==> src/rtl/mindfocus_pkg.sv <==
// Shared definitions for the jogo_mindfocus family.
//   estado_t   : state coding reported on db_estado, common to the game FSM
//   bits_para  : number of bits needed to hold a given non-negative value
//   eh_one_hot : true when exactly one bit of the (zero-extended) value is set
package mindfocus_pkg;

  typedef enum logic [3:0] {
    EST_IDLE    = 4'd0,
    EST_BUSCA   = 4'd1,
    EST_CARREGA = 4'd2,
    EST_ACESO   = 4'd3,
    EST_APAGADO = 4'd4,
    EST_FIM     = 4'd5
  } estado_t;

  function automatic int bits_para(input int valor);
    return (valor < 2) ? 1 : $clog2(valor + 1);
  endfunction

  // Zero-extension does not change one-hotness, so one 32-bit check serves
  // every channel count up to 32.
  function automatic logic eh_one_hot(input logic [31:0] valor);
    return (valor != 32'd0) && ((valor & (valor - 32'd1)) == 32'd0);
  endfunction

endpackage

==> src/rtl/exibe_sequencia_param_if.sv <==
// Handshake and memory bus between the game FSM / sequence memory (master)
// and the playback engine (slave).
//   iniciar, abortar, modo_rapido, tamanho : control from the game FSM
//   mem_addr / mem_dado                    : synchronous sequence memory port
//   leds, ocupado, fim, erro_dado          : playback status and LED drive
//   db_indice, db_estado                   : debug taps
interface exibe_sequencia_param_if #(
  parameter int N_CANAIS = 4,
  parameter int ADDR_W   = 4
);
  logic                iniciar;
  logic                abortar;
  logic                modo_rapido;
  logic [ADDR_W:0]     tamanho;
  logic [ADDR_W-1:0]   mem_addr;
  logic [N_CANAIS-1:0] mem_dado;
  logic [N_CANAIS-1:0] leds;
  logic                ocupado;
  logic                fim;
  logic                erro_dado;
  logic [ADDR_W-1:0]   db_indice;
  logic [3:0]          db_estado;

  modport master (
    output iniciar, abortar, modo_rapido, tamanho, mem_dado,
    input  mem_addr, leds, ocupado, fim, erro_dado, db_indice, db_estado
  );

  modport slave (
    input  iniciar, abortar, modo_rapido, tamanho, mem_dado,
    output mem_addr, leds, ocupado, fim, erro_dado, db_indice, db_estado
  );
endinterface

==> src/rtl/temporizador_param.sv <==
// Loadable down-counter. A load takes priority; otherwise the count decrements
// once per cycle and rests at zero.
//   clock, reset : clock and asynchronous active-low reset
//   carregar_i   : load valor_i on the next edge
//   valor_i      : load value
//   zero_o       : count is zero
module temporizador_param #(
  parameter int LARGURA = 8
) (
  input  logic               clock,
  input  logic               reset,
  input  logic               carregar_i,
  input  logic [LARGURA-1:0] valor_i,
  output logic               zero_o
);
  logic [LARGURA-1:0] contagem_q, contagem_d;

  always_comb begin
    contagem_d = contagem_q;
    if (carregar_i)
      contagem_d = valor_i;
    else if (contagem_q != '0)
      contagem_d = contagem_q - LARGURA'(1);
  end

  always_ff @(posedge clock or negedge reset) begin
    if (!reset) contagem_q <= '0;
    else        contagem_q <= contagem_d;
  end

  assign zero_o = (contagem_q == '0);
endmodule

==> src/rtl/exibe_sequencia_param.sv <==
// Sequence playback engine: fetches each stored entry, lights it for t_on
// cycles, blanks for T_APAGADO cycles, and reports completion with fim.
//   clock, reset : clock and asynchronous active-low reset
//   bus          : control, memory and status signals (slave side)
module exibe_sequencia_param
  import mindfocus_pkg::*;
#(
  parameter int N_CANAIS  = 4,
  parameter int PROF      = 16,
  parameter int T_ACESO   = 1000,
  parameter int T_APAGADO = 100,
  parameter int T_PASSO   = 50,
  parameter int T_MIN     = 200,
  parameter int ADDR_W    = (PROF > 1) ? $clog2(PROF) : 1
) (
  input  logic              clock,
  input  logic              reset,
  exibe_sequencia_param_if.slave bus
);
  localparam int T_MAIOR = (T_ACESO > T_APAGADO)
                         ? ((T_ACESO > T_MIN) ? T_ACESO : T_MIN)
                         : ((T_APAGADO > T_MIN) ? T_APAGADO : T_MIN);
  localparam int TW = bits_para(T_MAIOR);
  localparam logic [ADDR_W:0] PROF_V  = (ADDR_W+1)'(PROF);
  localparam logic [31:0]     ACESO_U = 32'(T_ACESO);
  localparam logic [31:0]     MIN_U   = 32'(T_MIN);

  estado_t             estado_q, estado_d;
  logic [ADDR_W-1:0]   idx_q, idx_d;
  logic [ADDR_W-1:0]   addr_q, addr_d;
  logic [ADDR_W:0]     n_q, n_d;
  logic [TW-1:0]       t_on_q, t_on_d;
  logic [N_CANAIS-1:0] leds_q, leds_d;
  logic                erro_q, erro_d;

  logic                carregar;
  logic [TW-1:0]       valor_carga;
  logic                timer_zero;
  logic [ADDR_W:0]     n_entrada;
  logic [31:0]         reducao;
  logic [TW-1:0]       t_on_calc;

  // Step length after clamping, and the speed-up on-time. The reduction is
  // compared before subtracting so the result saturates at T_MIN instead of
  // wrapping for long rounds.
  always_comb begin
    n_entrada = (bus.tamanho > PROF_V) ? PROF_V : bus.tamanho;
    reducao   = (32'(n_entrada) - 32'd1) * 32'(T_PASSO);
    if (!bus.modo_rapido)
      t_on_calc = TW'(T_ACESO);
    else if ((reducao >= ACESO_U) || ((ACESO_U - reducao) < MIN_U))
      t_on_calc = TW'(T_MIN);
    else
      t_on_calc = TW'(ACESO_U - reducao);
  end

  always_comb begin
    estado_d    = estado_q;
    idx_d       = idx_q;
    addr_d      = addr_q;
    n_d         = n_q;
    t_on_d      = t_on_q;
    leds_d      = leds_q;
    erro_d      = erro_q;
    carregar    = 1'b0;
    valor_carga = '0;

    if (bus.abortar && (estado_q != EST_IDLE)) begin
      estado_d = EST_IDLE;
      leds_d   = '0;
    end else begin
      case (estado_q)
        EST_IDLE: begin
          if (bus.iniciar && !bus.abortar) begin
            n_d    = n_entrada;
            idx_d  = '0;
            erro_d = 1'b0;
            if (n_entrada == '0) begin
              estado_d = EST_FIM;
            end else begin
              t_on_d   = t_on_calc;
              // The address is presented while in BUSCA so a memory with a
              // registered read has its data ready throughout CARREGA.
              addr_d   = '0;
              estado_d = EST_BUSCA;
            end
          end
        end
        EST_BUSCA: estado_d = EST_CARREGA;
        EST_CARREGA: begin
          leds_d = bus.mem_dado;
          if (!eh_one_hot(32'(bus.mem_dado)))
            erro_d = 1'b1;
          carregar    = 1'b1;
          valor_carga = t_on_q - TW'(1);
          estado_d    = EST_ACESO;
        end
        EST_ACESO: begin
          if (timer_zero) begin
            leds_d      = '0;
            carregar    = 1'b1;
            valor_carga = TW'(T_APAGADO - 1);
            estado_d    = EST_APAGADO;
          end
        end
        EST_APAGADO: begin
          if (timer_zero) begin
            if ({1'b0, idx_q} == (n_q - (ADDR_W+1)'(1))) begin
              estado_d = EST_FIM;
            end else begin
              idx_d    = idx_q + ADDR_W'(1);
              addr_d   = idx_q + ADDR_W'(1);
              estado_d = EST_BUSCA;
            end
          end
        end
        EST_FIM: estado_d = EST_IDLE;
        default: estado_d = EST_IDLE;
      endcase
    end
  end

  always_ff @(posedge clock or negedge reset) begin
    if (!reset) begin
      estado_q <= EST_IDLE;
      idx_q    <= '0;
      addr_q   <= '0;
      n_q      <= '0;
      t_on_q   <= '0;
      leds_q   <= '0;
      erro_q   <= 1'b0;
    end else begin
      estado_q <= estado_d;
      idx_q    <= idx_d;
      addr_q   <= addr_d;
      n_q      <= n_d;
      t_on_q   <= t_on_d;
      leds_q   <= leds_d;
      erro_q   <= erro_d;
    end
  end

  temporizador_param #(.LARGURA(TW)) u_temporizador (
    .clock      (clock),
    .reset      (reset),
    .carregar_i (carregar),
    .valor_i    (valor_carga),
    .zero_o     (timer_zero)
  );

  assign bus.leds      = leds_q;
  assign bus.mem_addr  = addr_q;
  assign bus.erro_dado = erro_q;
  assign bus.db_indice = idx_q;
  assign bus.db_estado = estado_q;
  assign bus.fim       = (estado_q == EST_FIM);
  assign bus.ocupado   = (estado_q != EST_IDLE) && (estado_q != EST_FIM);
endmodule

==> src/flat_wrapper.sv <==
// flat-port wrapper written by rule: the top's interface ports become plain ports
module exibe_sequencia_param_flat import mindfocus_pkg::*;
#(
  parameter int N_CANAIS  = 4,
  parameter int PROF      = 16,
  parameter int T_ACESO   = 1000,
  parameter int T_APAGADO = 100,
  parameter int T_PASSO   = 50,
  parameter int T_MIN     = 200,
  parameter int ADDR_W    = (PROF > 1) ? $clog2(PROF) : 1
)
  (clock, reset, bus_iniciar, bus_abortar, bus_modo_rapido, bus_tamanho, bus_mem_dado, bus_mem_addr, bus_leds, bus_ocupado, bus_fim, bus_erro_dado, bus_db_indice, bus_db_estado);
  exibe_sequencia_param_if #(.N_CANAIS(N_CANAIS), .ADDR_W(ADDR_W)) bus_i ();
  input  logic clock;
  input  logic reset;
  input wire logic [$bits(bus_i.iniciar)-1:0] bus_iniciar;
  input wire logic [$bits(bus_i.abortar)-1:0] bus_abortar;
  input wire logic [$bits(bus_i.modo_rapido)-1:0] bus_modo_rapido;
  input wire logic [$bits(bus_i.tamanho)-1:0] bus_tamanho;
  input wire logic [$bits(bus_i.mem_dado)-1:0] bus_mem_dado;
  output wire logic [$bits(bus_i.mem_addr)-1:0] bus_mem_addr;
  output wire logic [$bits(bus_i.leds)-1:0] bus_leds;
  output wire logic [$bits(bus_i.ocupado)-1:0] bus_ocupado;
  output wire logic [$bits(bus_i.fim)-1:0] bus_fim;
  output wire logic [$bits(bus_i.erro_dado)-1:0] bus_erro_dado;
  output wire logic [$bits(bus_i.db_indice)-1:0] bus_db_indice;
  output wire logic [$bits(bus_i.db_estado)-1:0] bus_db_estado;
  assign bus_i.iniciar = bus_iniciar;
  assign bus_i.abortar = bus_abortar;
  assign bus_i.modo_rapido = bus_modo_rapido;
  assign bus_i.tamanho = bus_tamanho;
  assign bus_i.mem_dado = bus_mem_dado;
  assign bus_mem_addr = bus_i.mem_addr;
  assign bus_leds = bus_i.leds;
  assign bus_ocupado = bus_i.ocupado;
  assign bus_fim = bus_i.fim;
  assign bus_erro_dado = bus_i.erro_dado;
  assign bus_db_indice = bus_i.db_indice;
  assign bus_db_estado = bus_i.db_estado;
  exibe_sequencia_param #(.N_CANAIS(N_CANAIS), .PROF(PROF), .T_ACESO(T_ACESO), .T_APAGADO(T_APAGADO), .T_PASSO(T_PASSO), .T_MIN(T_MIN), .ADDR_W(ADDR_W)) u_core (.clock(clock), .reset(reset), .bus(bus_i));
endmodule
==> config.mk <==
export PLATFORM = sky130hd
export DESIGN_NAME = exibe_sequencia_param_flat
export DESIGN_NICKNAME = d
export VERILOG_FILES = /design/src/rtl/mindfocus_pkg.sv /design/src/rtl/exibe_sequencia_param_if.sv /design/src/rtl/temporizador_param.sv /design/src/rtl/exibe_sequencia_param.sv /design/src/flat_wrapper.sv
export SDC_FILE = /design/constraint.sdc
export NUM_CORES = 1
export LEC_CHECK = 0
export CELL_PAD_IN_SITES_DETAIL_PLACEMENT = 0
export CELL_PAD_IN_SITES_GLOBAL_PLACEMENT = 1
export CORE_AREA = 3 3 96 89
export DETAILED_ROUTE_END_ITERATION = 8
export DIE_AREA = 0 0 99 92
export PLACE_DENSITY_LB_ADDON = 0.1
export SYNTH_ARGS = -nofsm -noshare
export SYNTH_HDL_FRONTEND = slang
export SYNTH_HIERARCHICAL = 1
export SYNTH_SLANG_ARGS = --single-unit
==> constraint.sdc <==
create_clock -name clock -period 4.2 [get_ports clock]
set_input_delay 0.42 -clock clock [delete_from_list [all_inputs] [get_ports clock]]
set_output_delay 0.42 -clock clock [all_outputs]
set_load 0.02 [all_outputs]
# [Yosys cells after proc, flatten, opt, wreduce, memory -nomap -nowiden]
# Index checks and enable logic that the tools add are counted.
[totals] reg_bits=42 in_bits=14 word_cells=92
[op_classes] n_addsub=7 mul=1 n_lt_le_gt_ge=3 eq_ne=15 muxes=31 bitwise_logic=3 reduce_logical=24
[op_table] op="10-bit 2-to-1 mux" count=5
[op_table] op="4-bit 2-to-1 mux" count=11
[op_table] op="4-bit by 32-bit AND with 32-bit output" count=1
[op_table] op="32-bit by 10-bit >= comparator with 1-bit output (second input constant)" count=1
[op_table] op="32-bit logical NOT" count=1
[op_table] op="32-bit by 8-bit < comparator with 1-bit output (second input constant)" count=1
[op_table] op="32-bit by 5-bit multiplier with 31-bit output (second input constant)" count=1
[op_table] op="10-bit by 32-bit subtractor with 32-bit output (first input constant)" count=1
[op_table] op="4-bit one-hot mux with 2 select lines" count=3
[op_table] op="10-bit one-hot mux with 2 select lines" count=1
[op_table] op="4-bit one-hot mux with 5 select lines" count=1
[op_table] op="10-bit by 1-bit subtractor with 10-bit output (second input constant)" count=2
[op_table] op="10-bit logical NOT" count=1
[op_table] op="10-bit nonzero test" count=1
[op_table] op="3-bit by 1-bit inequality test with 1-bit output (second input constant)" count=3
[op_table] op="4-bit by 2-bit equality test with 1-bit output (second input constant)" count=2
[op_table] op="4-bit by 3-bit equality test with 1-bit output (second input constant)" count=2
[op_table] op="4-bit AND reduction" count=2
[op_table] op="4-bit nonzero test" count=2
[op_table] op="7-bit 2-to-1 mux" count=1
[op_table] op="3-bit 2-to-1 mux" count=2
[op_table] op="2-bit inequality test (second input constant)" count=3
[op_table] op="3-bit AND reduction" count=2
[op_table] op="6-bit AND reduction" count=1
[op_table] op="other kinds (22)" count=33

# [Longest topological paths before layout]
# Gate-level depths: netlist (run 1).
[logic_depth] ltp_word=9 mapped_depth=27 depth_no_buf=26

# [Cells and area by module]
# Netlist (run 1), hierarchy kept.
[by_module_without_submodules] module="exibe_sequencia_param" instances=1 cells_each=362 area_per_inst_um2=3011.6 seq_area_each_um2=750.7
[by_module_without_submodules] module="temporizador_param" instances=1 cells_each=67 area_per_inst_um2=594.3 seq_area_each_um2=250.2

# [Least setup slack after synthesis (run 1)]
# No wires, ideal clock.
[synth_path] path_type="input to register" start="input bus_tamanho[1]" end="register u_core.t_on_q[7]" setup_ns=0.121 arrival_ns=5.401 path_slack_ns=-1.322 cell_stages=27 path_cell_list="nor2b_1 inv_1 ha_1 nand2b_1 or3_1 o21ai_0 ha_1 ha_1 inv_1 fa_1 inv_1 ha_1 o21a_1 nand2_1 a21o_1 inv_1 nand2_1 ha_1 nand3_1 inv_1 o211ai_1 nor2_1 and3_1 buf_6 inv_2 or4_1 o22a_1"
[synth_between] elab_chain_len=9 elab_cells_between_ends=13 classes_between="add/sub (2); mul (1); order compare (3); mux (3); bitwise (1); reduce/logical (3)"
[synth_lines] item="from (decl)" line_no="flat_wrapper.sv:19" source="input wire logic [$bits(bus_i.tamanho)-1:0] bus_tamanho;"
[synth_lines] item="5-bit > comparator" line_no="exibe_sequencia_param.sv:47" source="n_entrada = (bus.tamanho > PROF_V) ? PROF_V : bus.tamanho;"
[synth_lines] item="5-bit 2-to-1 mux *" line_no="exibe_sequencia_param.sv:47"
[synth_lines] item="5-bit by 1-bit subtractor with 6-bit output" line_no="exibe_sequencia_param.sv:48" source="reducao = (32'(n_entrada) - 32'd1) * 32'(T_PASSO);"
[synth_lines] item="32-bit by 5-bit multiplier with 31-bit output" line_no="exibe_sequencia_param.sv:48"
[synth_lines] item="10-bit by 32-bit subtractor with 32-bit output" line_no="exibe_sequencia_param.sv:51" source="else if ((reducao >= ACESO_U) || ((ACESO_U - reducao) < MIN_U))"
[synth_lines] item="32-bit by 8-bit < comparator with 1-bit output" line_no="exibe_sequencia_param.sv:51"
[synth_lines] item="1-bit logical OR" line_no="exibe_sequencia_param.sv:51"
[synth_lines] item="10-bit 2-to-1 mux" line_no="exibe_sequencia_param.sv:51"
[synth_lines] item="10-bit 2-to-1 mux" line_no="exibe_sequencia_param.sv:49" source="if (!bus.modo_rapido)"
[synth_lines] item="to (signal assigned)" line_no="exibe_sequencia_param.sv:137" source="t_on_q <= t_on_d;"
[synth_lines] item="to (decl)" line_no="exibe_sequencia_param.sv:32" source="logic [TW-1:0] t_on_q, t_on_d;"
# Every way passes the cells marked *; elsewhere a longest branch is shown, timed or not.
# A chain may end at the register's enable or synchronous reset.

# [Final worst setup path (run 1)]
[layout_path] start="input bus_tamanho[4]" end="register u_core.t_on_q[3]"
# Same word-level chain as after synthesis.

==> metrics.csv, run 1 <==
metric,value,unit
Post-Route WL,8710,µm
Nets,569,
DPL Wire Length,6580,µm
worst r2r path cells,9,
Die Wd,99,µm
worst clock skew,0.00713,ns
Post-CTS Hold Fix Bufs,0,
reg-to-reg startpoint,u_core/u_temporizador/contagem_q[3],
die area,0.00911,mm²
Yosys warning count,6,
max_cap viols,0,
Initial Util,0.478,
CP Class,input port to flop,
Peak Freq,203,MHz
Num Clock Sinks,40,
largest family of logic cells by synthesized area,simple AND/OR/NAND/NOR gates,
ys flop type,dfrtp_1,
simple-gate share of the synthesized area,0.227,
Seq pwr share,0.307,
Vias,3276,
multiplexer share of the synthesized area,0.0229,
register area share after synthesis,0.278,
Clk pwr share,0.117,
Post-synth EDFFs,0,
syn nets,478,
combinational share of power,0.576,
row cnt,30,
Ports,33,
CTS H-Tree Depth,2,
multi-input logic area,0.00267,mm²
met1 Track Usage GR,0.267,
Sw Ratio,0.399,
Tot GR Track Use,0.202,
fillcell total,658,
busiest grt layer,met2,
Final setup viols,9,
NetSw,817,µW
Mean Syn Cell Area,8.41,µm²
Critical Path RT,4.42,ns
final hold vios,0,
crit end category,flop,
Area growth syn-to-layout,34.9,%
asr flop ratio synth,1.00,
storage element area,0.00100,mm²
"Distinct cells, synth",63,
startpoint types,input port,
origin of the worst setup path,bus_tamanho[4],
clock-pin slew on the worst setup and hold paths,0.08,ns
minimum clock period,4.93,ns
maximum VDD drop,0.161,mV
Detail Route Antenna Nets,0,
drt via density,5.32,
Clock Root Buffer,clkbuf_8,
most frequent cells in the layout,"63 x buf_4, 46 x nor2_1, 40 x dfrtp_1, 35 x nand2_1, 28 x inv_1",
initial antenna violation count,0,
Worst R2R Setup Slack,1.41,ns
DIE HEIGHT,92,µm
outcome,"finished, violations left",
drt drc,0,
Min-Delay Path Class,input port to asynchronous set/reset pin,
CTS tree,done,
P_int,1.23,mW
Mapped Area,0.00361,mm²
dpl ws,-1.56,ns
"critical path fanouts, max",7,
Max transition margin,0.417,
final non-filler cell total,616,
met2 GRT Util,0.351,
CP endpoint,u_core/t_on_q[3],
Placed Area,0.00443,mm²
placed cell count,588,
LEAKAGE,2.14,nW
DR WL/cell,14.1,µm
power density cells,421,mW/mm²
Congestion Overflow GR,0,
vias in the first global route,3335,
worst setup margin,-0.734,ns
ratio of cells with drive above 1 in the final layout,0.277,
largest net degree at the start of global routing,41,
Slew @ Worst Pin,0.874,ns
final count of pins violating max slew,0,
RSZ-0062 raised after global routing,yes,
Skew-Pair Late Insertion Delay,0.28,ns
grt met3 use,0.0297,
Tcrit/Tclk final,1.17,
synthesized instance count,429,
#FFs+latches synth,40,
Clock Path Buffers,2,
Post-Synth Adder-Cell Area,0.134,
total power,2.05,mW
Compound-Gate Fraction of Synth Area,0.196,
Final Cell Area,0.00486,mm²
RR Endpoint,u_core/u_temporizador/contagem_q[1],
failing checks,negative setup slack,
initial drt markers,105,
1st-pass router iterations,4,
Core ar.,0.00754,mm²
first-pass GRT wire length,15500,µm
Inserted Diodes,0,
Placer Congestion,0.871,
xor and xnor fraction of the mapped netlist area,0.0798,
"most common cell after layout, fill and taps aside",buf_4,
Critical Path AT,5.16,ns
utilization after layout,0.645,
total CTS buffers,5,
Port Buf Inserts,31,
metrics by stage:
step / hold WS (ns) / TNS [ns]
6_report: 0.244 / -5.64
5_1_grt: 0.332 / -7.29
4_1_cts: 0.278 / -4.97
3_5_place_dp: 0.472 / -13.06
3_3_place_gp: 0.462 / -11.96
2_1_floorplan: 0.124 / -6.59
cell usage after synthesis (2+ instances only):
library cell  count  area (µm²)
nand2_1          41         154
inv_1            38         143
o22ai_1           2        12.5
o22a_1            3        26.3
nor4b_1           3        26.3
a22o_1            7        61.3
fa_1              6         120
nor4_4            2        42.5
buf_6             2        22.5
a21oi_1          19        95.1
mux2i_1           6        60.1
nand4_1           5        31.3
nand3_1           9        45.0
nor2_1           47         176
or4_1             2        15.0
nor4_1            2        12.5
nor2b_1           9        56.3
or3_1             2        12.5
o21a_1            4        30.0
ha_1             29         363
o211ai_1          4        30.0
nand2b_1          5        31.3
or2_2             4        25.0
nor3_1           12        60.1
xnor2_1          17         149
and3_1            3        18.8
mux2_2            2        22.5
a211oi_1          6        45.0
nor3b_2           2        25.0
o21ai_0          19        95.1
o31ai_1           6        45.0
dfrtp_1          40        1000
xor2_1           14         123
o21ai_1           5        25.0
a31oi_1           7        43.8
clkbuf_1         13        48.8
a21o_1            6        45.0
worst min-delay path by stage:
stage                               to  slack, ns  cells past startpoint
3_5_place_dp    u_core/bus.mem_addr[3]       0.47                      1
4_1_cts             u_core/bus.leds[3]       0.28                      1
5_1_grt             u_core/bus.leds[3]       0.33                      1
3_3_place_gp    u_core/bus.mem_addr[0]       0.46                      2
6_report            u_core/bus.leds[3]       0.24                      1
2_1_floorplan  u_core/bus.db_estado[0]       0.12                      0
final cells by class:
| type | count | area share |
|---|---|---|
| multi-input cells | 334 | 0.549 |
| flip-flops and latches | 40 | 0.206 |
| repair buffers | 100 | 0.173 |
| inverters | 39 | 0.0309 |
| well taps | 96 | 0.0247 |
| clock buffers | 5 | 0.0141 |
| clock inverters | 2 | 0.00257 |
repair_timing:
item | in CTS | in global routing
pin swaps | 28 | 19
buffers inserted | 19 | 3
resized for setup | 39 | 16
gates cloned | 0 | 0
setup endpoints to repair | 9 | 9
sequential cells by signal, summed over array words and instances (netlist names):
register and count:
u_core/n_q 5, u_core/bus.mem_addr 4, u_core/bus.db_estado 3, u_core/t_on_q 9, u_core/bus.leds 4, u_core/bus.db_indice 4
u_core/bus.erro_dado 1, u_core/u_temporizador/contagem_q 10
routing by layer:
metal  wire, µm  share of wire
met4         91          0.010
met3        240          0.028
met1       4040           0.46
met5          0              0
met2       4340           0.50
power by group through the flow:
stage	sequential (mW)	clock, mW	combinational [mW]
2_1_floorplan	0.634	0	0.711
3_3_place_gp	0.628	0	1.04
3_5_place_dp	0.637	0	1.06
4_1_cts	0.629	0.249	1.14
5_1_grt	0.652	0.268	1.31
6_report	0.630	0.240	1.18
kinds of logic after synthesis:
kind of cell               count (synthesis)
DFF                                       40
and+or+nand+nor                          156
muxes                                      8
other                                      1
adders and majority gates                 35
buffers and inverters                     55
xor gates and xnor gates                  32
AOI/OAI and AO/OA                        102
worst max-delay path, stage by stage:
cell and delay (ns):
buf_8 0.10, buf_6 0.11, nor2b_4 0.10, inv_2 0.06, ha_4 0.17, nand2b_4 0.07
or3_4 0.13, o21ai_4 0.09, buf_6 0.13, fa_1 0.54, inv_2 0.04, fa_1 0.51
inv_2 0.05, ha_4 0.28, nand3_2 0.08, a2bb2oi_2 0.15, a21oi_2 0.22, inv_2 0.08
ha_4 0.27, inv_2 0.03, a211o_4 0.36, nor4_4 0.31, xor2_1 0.20, o21ai_2 0.10
nor4b_4 0.26, buf_6 0.16, o22a_1 0.13
(Power assumes the default switching activity.)
==> run 2: changes to the inputs <==
GPL_TIMING_DRIVEN = 1   (was unset)
HOLD_SLACK_MARGIN = 0.12   (was unset)
MAX_ROUTING_LAYER = met4   (was unset)
==> run 2 against run 1 <==
The flow still finishes with violations (negative setup slack). Total power about the same. Routed wire length about the same. Via count about the same. Sequential share of layout area unchanged. Global-route usage increased by 0.56 points. Clock skew about the same. Cell count unchanged. Register-to-register slack about the same. Largest cell class unchanged.
==> metrics.csv, run 2 (synthesis gave the netlist of run 1 again) <==
metric,value,unit
drt drc,0,
Final setup viols,9,
vias in the first global route,3336,
Peak Freq,203,MHz
Max transition margin,0.417,
final count of pins violating max slew,0,
LEAKAGE,2.14,nW
Inserted Diodes,0,
ratio of cells with drive above 1 in the final layout,0.277,
CTS H-Tree Depth,2,
"most common cell after layout, fill and taps aside",buf_4,
initial antenna violation count,0,
outcome,"finished, violations left",
Port Buf Inserts,31,
most frequent cells in the layout,"63 x buf_4, 46 x nor2_1, 40 x dfrtp_1, 35 x nand2_1, 28 x inv_1",
failing checks,negative setup slack,
Skew-Pair Late Insertion Delay,0.28,ns
maximum VDD drop,0.161,mV
die area,0.00911,mm²
Nets,569,
dpl ws,-1.56,ns
Clock Root Buffer,clkbuf_8,
fillcell total,658,
Ports,33,
first-pass GRT wire length,15500,µm
row cnt,30,
met3 routed WL,239,µm
Vias,3277,
Area growth syn-to-layout,34.9,%
Core ar.,0.00754,mm²
worst clock skew,0.00713,ns
Post-CTS Hold Fix Bufs,0,
DPL Wire Length,6580,µm
reg-to-reg startpoint,u_core/u_temporizador/contagem_q[3],
registers with the most flip-flops,"u_core/u_temporizador/contagem_q x10, u_core/t_on_q x9, u_core/n_q x5",
Placer Congestion,0.885,
Top Layer Used,met4,
power density cells,421,mW/mm²
Initial Util,0.478,
CP Class,input port to flop,
utilization after layout,0.645,
largest net degree at the start of global routing,41,
crit end category,flop,
setup TNS,-5.65,ns
Clock Path Buffers,2,
initial drt markers,108,
minimum clock period,4.93,ns
Largest register FFs,10,
clock-pin slew on the worst setup and hold paths,0.08,ns
CTS tree,done,
Num Clock Sinks,40,
RR Endpoint,u_core/u_temporizador/contagem_q[1],
met2 WL,4340,µm
Slew @ Worst Pin,0.874,ns
Tot GR Track Use,0.208,
Biggest register,u_core/u_temporizador/contagem_q,
Critical Path RT,4.42,ns
DIE HEIGHT,92,µm
worst setup margin,-0.732,ns
"critical path fanouts, max",7,
total CTS buffers,5,
Detail Route Antenna Nets,0,
Congestion Overflow GR,0,
1st-pass router iterations,4,
Tcrit/Tclk final,1.17,
Critical Path AT,5.15,ns
DRT met1 WL,4040,µm
Die Wd,99,µm
DR WL/cell,14.1,µm
worst r2r path cells,9,
Worst R2R Setup Slack,1.41,ns
Post-Route WL,8710,µm
Min-Delay Path Class,input port to asynchronous set/reset pin,
drt via density,5.32,
startpoint types,input port,
final hold vios,0,
max_cap viols,0,
RSZ-0062 raised after global routing,yes,
## run 2: layout make-up
cell class / instances / area (µm²) / share of cell area
clock buffer: 5 / 68.8 / 0.0141
clock inverter: 2 / 12.5 / 0.00257
inverter: 39 / 150 / 0.0309
multi-input combinational: 334 / 2670 / 0.549
sequential: 40 / 1000 / 0.206
tap: 96 / 120 / 0.0247
timing repair buffer: 100 / 841 / 0.173
## run 2: how the worst max path moves through the flow
stage | start | to | slack (ns) | cells past startpoint
floorplan | bus_tamanho[4] | u_core/t_on_q[7] | -0.90 | 27
global placement | bus_tamanho[4] | u_core/t_on_q[7] | -1.44 | 28
detailed placement | bus_tamanho[4] | u_core/t_on_q[6] | -1.56 | 27
CTS | bus_tamanho[1] | u_core/t_on_q[3] | -0.66 | 26
global route | bus_tamanho[4] | u_core/t_on_q[6] | -0.93 | 28
finish | bus_tamanho[4] | u_core/t_on_q[3] | -0.73 | 27
## run 2: metal layers
layer | global-route usage | vias up
li1 | - | 1678
met3 | 0.0297 | 8
met1 | 0.267 | 1545
met5 | - | -
met2 | 0.351 | 46
met4 | 0.0410 | 0
## run 2: repair_timing
action,CTS,global route
resized for setup,39,16
setup buffers,19,3
setup endpoints to repair,9,9
pin swaps,28,19
## run 2: power by group
group,switching (mW),internal [mW],leakage (nW),total [mW]
clock network,0.127,0.112,0.0400,0.240
registers,0.131,0.498,0.503,0.630
logic,0.559,0.621,1.60,1.18
## run 2: worst max-delay path, stage by stage
cell,delay (ns)
buf_8,0.10
buf_6,0.11
nor2b_4,0.10
inv_2,0.06
ha_4,0.17
nand2b_4,0.07
or3_4,0.13
o21ai_4,0.09
buf_6,0.13
fa_1,0.54
inv_2,0.04
fa_1,0.51
inv_2,0.05
ha_4,0.28
nand3_2,0.08
a2bb2oi_2,0.15
a21oi_2,0.22
inv_2,0.08
ha_4,0.27
inv_2,0.03
a211o_4,0.36
nor4_4,0.31
xor2_1,0.20
o21ai_2,0.10
nor4b_4,0.26
buf_6,0.16
o22a_1,0.13
## run 2: stage by stage
step / area, µm² / instances / hold slack (ns) / power (mW)
6_report: 4860 / 616 / 0.244 / 2.05
5_1_grt: 4860 / 616 / 0.332 / 2.23
4_1_cts: 4790 / 613 / 0.278 / 2.02
3_5_place_dp: 4430 / 588 / 0.472 / 1.69
3_3_place_gp: 4430 / 588 / 0.462 / 1.67
2_1_floorplan: 3720 / 429 / 0.124 / 1.34
